<file path="src/rtl/fc_sequencer_if.sv">
// rtl/fc_sequencer_if.sv - signal bundle between the fc sequencer, its requester and its fc
//
// Groups three channels:
//   s_*  : input transaction stream (s_valid/s_ready, s_fin, s_bin, s_train)
//   m_*  : result stream (m_valid/m_ready, m_fout, m_bout, m_err, m_cycles)
//   fc   : fd_prop/bk_prop, fin/bin towards fc; fd_prop_done/bk_prop_done, fout/bout back
// Modports:
//   slave  - the sequencer itself
//   master - the environment: requester, result consumer and the attached fc
interface fc_sequencer_if #(
    parameter int N  = 27,
    parameter int CW = 16
) ();
    logic          s_valid;
    logic          s_ready;
    logic [N-1:0]  s_fin;
    logic [N-1:0]  s_bin;
    logic          s_train;

    logic          m_valid;
    logic          m_ready;
    logic [N-1:0]  m_fout;
    logic [N-1:0]  m_bout;
    logic          m_err;
    logic [CW-1:0] m_cycles;

    logic          fd_prop;
    logic          bk_prop;
    logic [N-1:0]  fin;
    logic [N-1:0]  bin;
    logic          fd_prop_done;
    logic          bk_prop_done;
    logic [N-1:0]  fout;
    logic [N-1:0]  bout;

    modport slave (
        input  s_valid, s_fin, s_bin, s_train,
        output s_ready,
        output m_valid, m_fout, m_bout, m_err, m_cycles,
        input  m_ready,
        output fd_prop, bk_prop, fin, bin,
        input  fd_prop_done, bk_prop_done, fout, bout
    );

    modport master (
        output s_valid, s_fin, s_bin, s_train,
        input  s_ready,
        input  m_valid, m_fout, m_bout, m_err, m_cycles,
        output m_ready,
        input  fd_prop, bk_prop, fin, bin,
        output fd_prop_done, bk_prop_done, fout, bout
    );
endinterface

</file>
<file path="src/rtl/fc_sequencer.sv">
// rtl/fc_sequencer.sv - initiator for the fc fd_prop/bk_prop protocol
//
// Accepts one transaction at a time on the s_* stream, pulses fd_prop for one cycle, waits
// for fd_prop_done (bounded by TIMEOUT), optionally pulses bk_prop and waits for
// bk_prop_done, then presents the captured results on the m_* stream.
// Ports:
//   clk_in  - clock
//   rst_in  - asynchronous active-low reset
//   bus     - fc_sequencer_if.slave: s_* input stream, m_* result stream, fc handshake
// Parameters:
//   N       - vector width (must match the attached fc)
//   TIMEOUT - maximum WAIT cycles per pass before abort (>= 1)
//   CW      - width of the saturating m_cycles counter
module fc_sequencer #(
    parameter int N       = 27,
    parameter int TIMEOUT = 64,
    parameter int CW      = 16
) (
    input  logic          clk_in,
    input  logic          rst_in,
    fc_sequencer_if.slave bus
);
    localparam int TW = $clog2(TIMEOUT + 1);

    localparam logic [2:0] S_IDLE      = 3'd0;
    localparam logic [2:0] S_FWD_PULSE = 3'd1;
    localparam logic [2:0] S_FWD_WAIT  = 3'd2;
    localparam logic [2:0] S_BK_PULSE  = 3'd3;
    localparam logic [2:0] S_BK_WAIT   = 3'd4;
    localparam logic [2:0] S_OUT       = 3'd5;

    logic [2:0]    state;
    // Held low through reset and set on the first edge after release, so s_ready stays 0
    // while in reset even though the reset state is IDLE.
    logic          armed;
    logic [TW-1:0] timer;
    logic [N-1:0]  fin_q;
    logic [N-1:0]  bin_q;
    logic          train_q;
    logic [N-1:0]  fout_q;
    logic [N-1:0]  bout_q;
    logic          err_q;
    logic [CW-1:0] cycles_q;

    logic          counting;
    logic          last_wait;

    assign counting  = (state == S_FWD_PULSE) || (state == S_FWD_WAIT) ||
                       (state == S_BK_PULSE)  || (state == S_BK_WAIT);
    // timer is 0 in the first WAIT cycle, so TIMEOUT-1 marks the TIMEOUT-th WAIT cycle;
    // a done arriving in that same cycle still wins over the abort.
    assign last_wait = (timer == TW'(TIMEOUT - 1));

    always_ff @(posedge clk_in or negedge rst_in) begin
        if (!rst_in) begin
            state    <= S_IDLE;
            armed    <= 1'b0;
            timer    <= '0;
            fin_q    <= '0;
            bin_q    <= '0;
            train_q  <= 1'b0;
            fout_q   <= '0;
            bout_q   <= '0;
            err_q    <= 1'b0;
            cycles_q <= '0;
        end else begin
            armed <= 1'b1;

            if (counting && (cycles_q != {CW{1'b1}})) begin
                cycles_q <= cycles_q + CW'(1);
            end

            case (state)
                S_IDLE: begin
                    if (bus.s_valid && armed) begin
                        fin_q    <= bus.s_fin;
                        bin_q    <= bus.s_bin;
                        train_q  <= bus.s_train;
                        fout_q   <= '0;
                        bout_q   <= '0;
                        err_q    <= 1'b0;
                        cycles_q <= '0;
                        state    <= S_FWD_PULSE;
                    end
                end
                S_FWD_PULSE: begin
                    timer <= '0;
                    state <= S_FWD_WAIT;
                end
                S_FWD_WAIT: begin
                    timer <= timer + TW'(1);
                    if (bus.fd_prop_done) begin
                        fout_q <= bus.fout;
                        state  <= train_q ? S_BK_PULSE : S_OUT;
                    end else if (last_wait) begin
                        err_q  <= 1'b1;
                        fout_q <= '0;
                        state  <= S_OUT;
                    end
                end
                S_BK_PULSE: begin
                    timer <= '0;
                    state <= S_BK_WAIT;
                end
                S_BK_WAIT: begin
                    timer <= timer + TW'(1);
                    if (bus.bk_prop_done) begin
                        bout_q <= bus.bout;
                        state  <= S_OUT;
                    end else if (last_wait) begin
                        err_q  <= 1'b1;
                        bout_q <= '0;
                        state  <= S_OUT;
                    end
                end
                S_OUT: begin
                    if (bus.m_ready) begin
                        state <= S_IDLE;
                    end
                end
                default: state <= S_IDLE;
            endcase
        end
    end

    assign bus.s_ready  = armed && (state == S_IDLE);
    assign bus.fd_prop  = (state == S_FWD_PULSE);
    assign bus.bk_prop  = (state == S_BK_PULSE);
    assign bus.fin      = fin_q;
    assign bus.bin      = bin_q;
    assign bus.m_valid  = (state == S_OUT);
    assign bus.m_fout   = fout_q;
    assign bus.m_bout   = bout_q;
    assign bus.m_err    = err_q;
    assign bus.m_cycles = cycles_q;
endmodule

</file>
<file path="src/flat_wrapper.sv">
// flat-port wrapper written by rule: the top's interface ports become plain ports
module fc_sequencer_flat 
#(
    parameter int N       = 27,
    parameter int TIMEOUT = 64,
    parameter int CW      = 16
)
  (clk_in, rst_in, bus_s_valid, bus_s_fin, bus_s_bin, bus_s_train, bus_s_ready, bus_m_valid, bus_m_fout, bus_m_bout, bus_m_err, bus_m_cycles, bus_m_ready, bus_fd_prop, bus_bk_prop, bus_fin, bus_bin, bus_fd_prop_done, bus_bk_prop_done, bus_fout, bus_bout);
  fc_sequencer_if #(.N(N), .CW(CW)) bus_i ();
  input  logic clk_in;
  input  logic rst_in;
  input wire logic [$bits(bus_i.s_valid)-1:0] bus_s_valid;
  input wire logic [$bits(bus_i.s_fin)-1:0] bus_s_fin;
  input wire logic [$bits(bus_i.s_bin)-1:0] bus_s_bin;
  input wire logic [$bits(bus_i.s_train)-1:0] bus_s_train;
  output wire logic [$bits(bus_i.s_ready)-1:0] bus_s_ready;
  output wire logic [$bits(bus_i.m_valid)-1:0] bus_m_valid;
  output wire logic [$bits(bus_i.m_fout)-1:0] bus_m_fout;
  output wire logic [$bits(bus_i.m_bout)-1:0] bus_m_bout;
  output wire logic [$bits(bus_i.m_err)-1:0] bus_m_err;
  output wire logic [$bits(bus_i.m_cycles)-1:0] bus_m_cycles;
  input wire logic [$bits(bus_i.m_ready)-1:0] bus_m_ready;
  output wire logic [$bits(bus_i.fd_prop)-1:0] bus_fd_prop;
  output wire logic [$bits(bus_i.bk_prop)-1:0] bus_bk_prop;
  output wire logic [$bits(bus_i.fin)-1:0] bus_fin;
  output wire logic [$bits(bus_i.bin)-1:0] bus_bin;
  input wire logic [$bits(bus_i.fd_prop_done)-1:0] bus_fd_prop_done;
  input wire logic [$bits(bus_i.bk_prop_done)-1:0] bus_bk_prop_done;
  input wire logic [$bits(bus_i.fout)-1:0] bus_fout;
  input wire logic [$bits(bus_i.bout)-1:0] bus_bout;
  assign bus_i.s_valid = bus_s_valid;
  assign bus_i.s_fin = bus_s_fin;
  assign bus_i.s_bin = bus_s_bin;
  assign bus_i.s_train = bus_s_train;
  assign bus_s_ready = bus_i.s_ready;
  assign bus_m_valid = bus_i.m_valid;
  assign bus_m_fout = bus_i.m_fout;
  assign bus_m_bout = bus_i.m_bout;
  assign bus_m_err = bus_i.m_err;
  assign bus_m_cycles = bus_i.m_cycles;
  assign bus_i.m_ready = bus_m_ready;
  assign bus_fd_prop = bus_i.fd_prop;
  assign bus_bk_prop = bus_i.bk_prop;
  assign bus_fin = bus_i.fin;
  assign bus_bin = bus_i.bin;
  assign bus_i.fd_prop_done = bus_fd_prop_done;
  assign bus_i.bk_prop_done = bus_bk_prop_done;
  assign bus_i.fout = bus_fout;
  assign bus_i.bout = bus_bout;
  fc_sequencer #(.N(N), .TIMEOUT(TIMEOUT), .CW(CW)) u_core (.clk_in(clk_in), .rst_in(rst_in), .bus(bus_i));
endmodule
</file>
<file path="config.mk">
export PLATFORM = sky130hd
export DESIGN_NAME = fc_sequencer_flat
export DESIGN_NICKNAME = d
export VERILOG_FILES = /design/src/rtl/fc_sequencer_if.sv /design/src/rtl/fc_sequencer.sv /design/src/flat_wrapper.sv
export SDC_FILE = /design/constraint.sdc
export NUM_CORES = 1
export LEC_CHECK = 0
export CAP_MARGIN = 40
export CORE_ASPECT_RATIO = 0.7
export CORE_MARGIN = 2
export CORE_UTILIZATION = 42
export DETAILED_ROUTE_END_ITERATION = 10
export GPL_ROUTABILITY_DRIVEN = 0
export PLACE_DENSITY_LB_ADDON = 0.3
export RECOVER_POWER = 25
export SYNTH_ARGS = -nofsm -noshare
export SYNTH_HDL_FRONTEND = slang
export SYNTH_SLANG_ARGS = --single-unit
</file>
<file path="constraint.sdc">
create_clock -name clk_in -period 2.3 [get_ports clk_in]
set_input_delay 0.345 -clock clk_in [delete_from_list [all_inputs] [get_ports clk_in]]
set_output_delay 0.345 -clock clk_in [all_outputs]
set_load 0.1 [all_outputs]
</file>
==> results_tabular.tex <==
\begin{tabular}{lr}
\hline
Metric & Value \\
\hline
\multicolumn{2}{l}{\textbf{CTS}} \\
Clock tree buffer depth & 2 \\
TritonCTS clock tree & built \\
Number of buffers inserted during clock tree synthesis & 17 \\
Post-CTS setup buffers & 0 \\
Post-cts repair resize count & 0 \\
Root buffer cell & sky130\_fd\_sc\_hd\_\_clkbuf\_16 \\
Number of clock sinks seen by CTS & 137 \\
Insertion delay to the later sink of the worst-skew pair & 0.41 ns \\
Clock slew at the register clock pins of the worst setup and hold paths & around 0.06 ns \\
Count of H-tree levels built during CTS & 4 \\
Number of hold-repair buffers added at the cts stage & 1 \\
\multicolumn{2}{l}{\textbf{Setup path}} \\
CP max stage cell & sky130\_fd\_sc\_hd\_\_dfrtp\_1 \\
Critical path class & flop to output port \\
R2R Setup Slk & approximately 0.32 ns \\
Critical register-to-register path endpoint & u\_core.bus.m\_cycles[13] \\
Crit. End Element & output port \\
Required time of the critical path & slightly below 2 ns \\
Launch point of the worst path & u\_core.state[2] \\
Cell count of the worst reg-to-reg path & 6 \\
Data arrival time at the worst-slack endpoint & around 1.8 ns \\
CP Depth & 4 \\
Startpoint of the lowest-slack register-to-register path & u\_core.state[1] \\
Critical path cell sequence & buf\_4 > clkinv\_1 > and3\_1 > buf\_12 \\
Startpoint type of the worst setup path & flop \\
Maximum fanout count along the critical path & 18 \\
Cell family with most CP delay & buffers and inverters \\
Largest stage delay on the critical path & approximately 0.38 ns \\
Worst Path Buf+Inv & 3 \\
\multicolumn{2}{l}{\textbf{Drt}} \\
Routed WL per cell & roughly 16 microns \\
Via count normalized by instance count & between 5 and 6 \\
DR iter-0 viols & between 200 and 250 \\
Detailed Routing Iterations Pass 1 & 4 \\
Vias & between 4000 and 5000 \\
Antenna viol nets, final & 0 \\
Post-detailed-routing wire length & approximately 15000 microns \\
DRC Markers & 0 \\
\multicolumn{2}{l}{\textbf{Global routing}} \\
GRT Residual Overflow & 0 \\
Global-route usage over all layers & a little over a fifth \\
Global-route wire length before repair & 23000 microns \\
Vias in the first global route & 4487 \\
Pin count of the biggest net entering global routing & 56 \\
Antenna violations before repair & 0 \\
\multicolumn{2}{l}{\textbf{Timing}} \\
Number of max-slew violations in the final report & 0 \\
Setup repair after global routing missed its margin & no \\
Post-layout minimum cycle time & 2.17 ns \\
Count of final hold-check violations & 0 \\
Max-slew headroom at the worst pin & a little over a third \\
Least-Margin Pin Slew & about 0.98 ns \\
Setup violators final & 0 \\
Period utilization & between 90\% and 100\% \\
Worst path setup slack after routing & approximately 0.13 ns \\
Clock tree skew after final layout & between 0.01 and 0.015 ns \\
Peak clock frequency supported by timing & 461 MHz \\
\multicolumn{2}{l}{\textbf{Logic synthesis}} \\
Share of the yosys chip area belonging to registers & $\sim$62\% \\
Number of enable-type register cells in the synthesized netlist & 0 \\
Area fraction of the dominant cell type after synthesis & around 60\% \\
Leading cell types by total area after synthesis & sky130\_fd\_sc\_hd\_\_dfrtp\_1 (62\%), sky130\_fd\_sc\_hd\_\_nand2\_1 (13\%), sky130\_fd\_sc\_hd\_\_a22o\_1 (8.5\%) \\
Number of synthesized register bits & 137 \\
Synthesized area per cell & between 10 and 15 sq um \\
Mapped cell area & about 5600 sq um \\
YS warnings & 0 \\
Net Count, Synth & 650 \\
Share of flip-flops with an asynchronous set or reset & between 90\% and 100\% \\
Most common flop cell mapped by yosys & sky130\_fd\_sc\_hd\_\_dfrtp\_1 \\
Yosys top cell by area & sky130\_fd\_sc\_hd\_\_dfrtp\_1 \\
Number of unique standard cell types used by synthesis & 45 \\
Cells after synthesis & 533 \\
\multicolumn{2}{l}{\textbf{Floorplan}} \\
Y dimension of the die & 100 microns \\
Cell Rows & 35 \\
Core area & between 10000 and 15000 sq um \\
Die Footprint & 14200 sq um \\
IO Pins & approximately 240 \\
Horiz. Die Dim & around 140 microns \\
Starting density of the core & 42.6\% \\
\multicolumn{2}{l}{\textbf{Cells and area}} \\
Most frequent cells in the layout & sky130\_fd\_sc\_hd\_\_nand2\_1 (186), sky130\_fd\_sc\_hd\_\_buf\_4 (134), sky130\_fd\_sc\_hd\_\_dfrtp\_1 (132), sky130\_fd\_sc\_hd\_\_clkdlybuf4s50\_1 (113), sky130\_fd\_sc\_hd\_\_a22o\_1 (54) \\
Most common cell after layout, fill and taps aside & sky130\_fd\_sc\_hd\_\_nand2\_1 \\
Layout cell share with drive strength beyond 1 & $\sim$25\% \\
Diode count & 0 \\
Number of nets in the layout & about 900 \\
Synthesis-to-finish area growth & 53.6\% \\
\multicolumn{2}{l}{\textbf{Status}} \\
Outcome & completed \\
\multicolumn{2}{l}{\textbf{Placement}} \\
Number of port buffers & around 240 \\
Placement Setup Slack & 0.323 ns \\
HPWL after detailed placement & approximately 11000 microns \\
\multicolumn{2}{l}{\textbf{Hold path}} \\
Startpoint of the worst hold path & bus\_s\_fin[17] \\
Cell depth of the worst min-delay path & 3 \\
Hold EP & u\_core.bus.fin[17] \\
Worst Hold Class & input pin to flop \\
\multicolumn{2}{l}{\textbf{Run}} \\
Maximum Capacitance Violations & 0 \\
\hline
\end{tabular}
logic make-up (layout without fill, tap and decap cells):
logic type	Yosys count	count (layout)	share of synthesized area [%]
AO/OA/AOI/OAI	94	94	13.0
XOR/XNOR	9	9	1.42
adder cells (fa/ha/maj)	2	2	0.450
buffers and inverters	33	294	2.54
flip-flops	137	137	61.7
multiplexers	6	6	1.08
other	1	1	0.0675
AND/OR/NAND/NOR	251	251	19.8
worst reg2reg max path, stage by stage (launching register included):
cell,delay [ns]
sky130_fd_sc_hd__dfrtp_1,0.37
sky130_fd_sc_hd__buf_4,0.23
sky130_fd_sc_hd__nor3_1,0.11
sky130_fd_sc_hd__or4_4,0.56
sky130_fd_sc_hd__nor4_1,0.37
sky130_fd_sc_hd__xnor2_1,0.18
sky130_fd_sc_hd__nor2_2,0.05
sequential cells by signal, summed over array words and instances, names as in the netlist:
name / count
u_core.bus.m_bout: 27
u_core.bus.m_fout: 27
u_core.bus.bin: 27
u_core.state: 3
u_core.bus.m_err: 1
u_core.train_q: 1
u_core.armed: 1
u_core.bus.fin: 27
u_core.timer: 7
u_core.bus.m_cycles: 16
worst max-delay path by stage:
stage,endpoint,slack [ns]
global placement,u_core.bus.m_fout[9],0.09
floorplan,u_core.bus.m_cycles[0],-0.19
CTS,bus_bk_prop,0.11
finish,bus_bk_prop,0.13
detailed placement,u_core.bus.m_cycles[13],0.32
global route,bus_bk_prop,0.03
layer usage:
layer	routed length, microns	up-vias	GRT usage, %
li1	-	2337	-
met2	6830	221	32.2
met5	0	-	0
met1	6860	2297	28.9
met3	1080	12	5.77
met4	163	0	6.31
layout make-up:
cell class	count	area (sq um)
fillers	988	4510
flip-flops and latches	137	3430
repair buffers	258	2290
multi-input cells	363	2030
clock buffers	19	443
well taps	166	208
clock inverters	13	120
inverters	4	15.0
through the flow:
step                      area, sq um  utilization (%)  hold WS [ns]  std cells  TNS, ns
after floorplan                  5660                -        0.0494        533    -8.78
after global placement           7940             60.9         0.277        924        0
after detailed placement         7990             61.2         0.283        927        0
after CTS                        8560             65.6         0.410        960        0
after global routing             8540             65.4         0.453        960        0
final                            8540             65.4         0.463        960        0
cell usage after synthesis, drive strengths merged, types with 2 or more instances:
| cell | number |
|---|---|
| a31oi | 2 |
| a22o | 54 |
| o21ai | 11 |
| a21oi | 13 |
| nor2 | 14 |
| nand3 | 4 |
| a311oi | 3 |
| a21o | 3 |
| dfrtp | 137 |
| and4 | 3 |
| ha | 2 |
| nor3 | 12 |
| nand2b | 4 |
| buf | 6 |
| inv | 3 |
| xnor2 | 8 |
| and2 | 2 |
| clkbuf | 23 |
| nor4 | 4 |
| and3 | 6 |
| nand4 | 8 |
| o22ai | 3 |
| nand2 | 187 |
| mux2i | 6 |
Power is left out: the tool's default activity adds up to more than one toggle a clock period on the data nets, which glitch-free logic cannot reach.
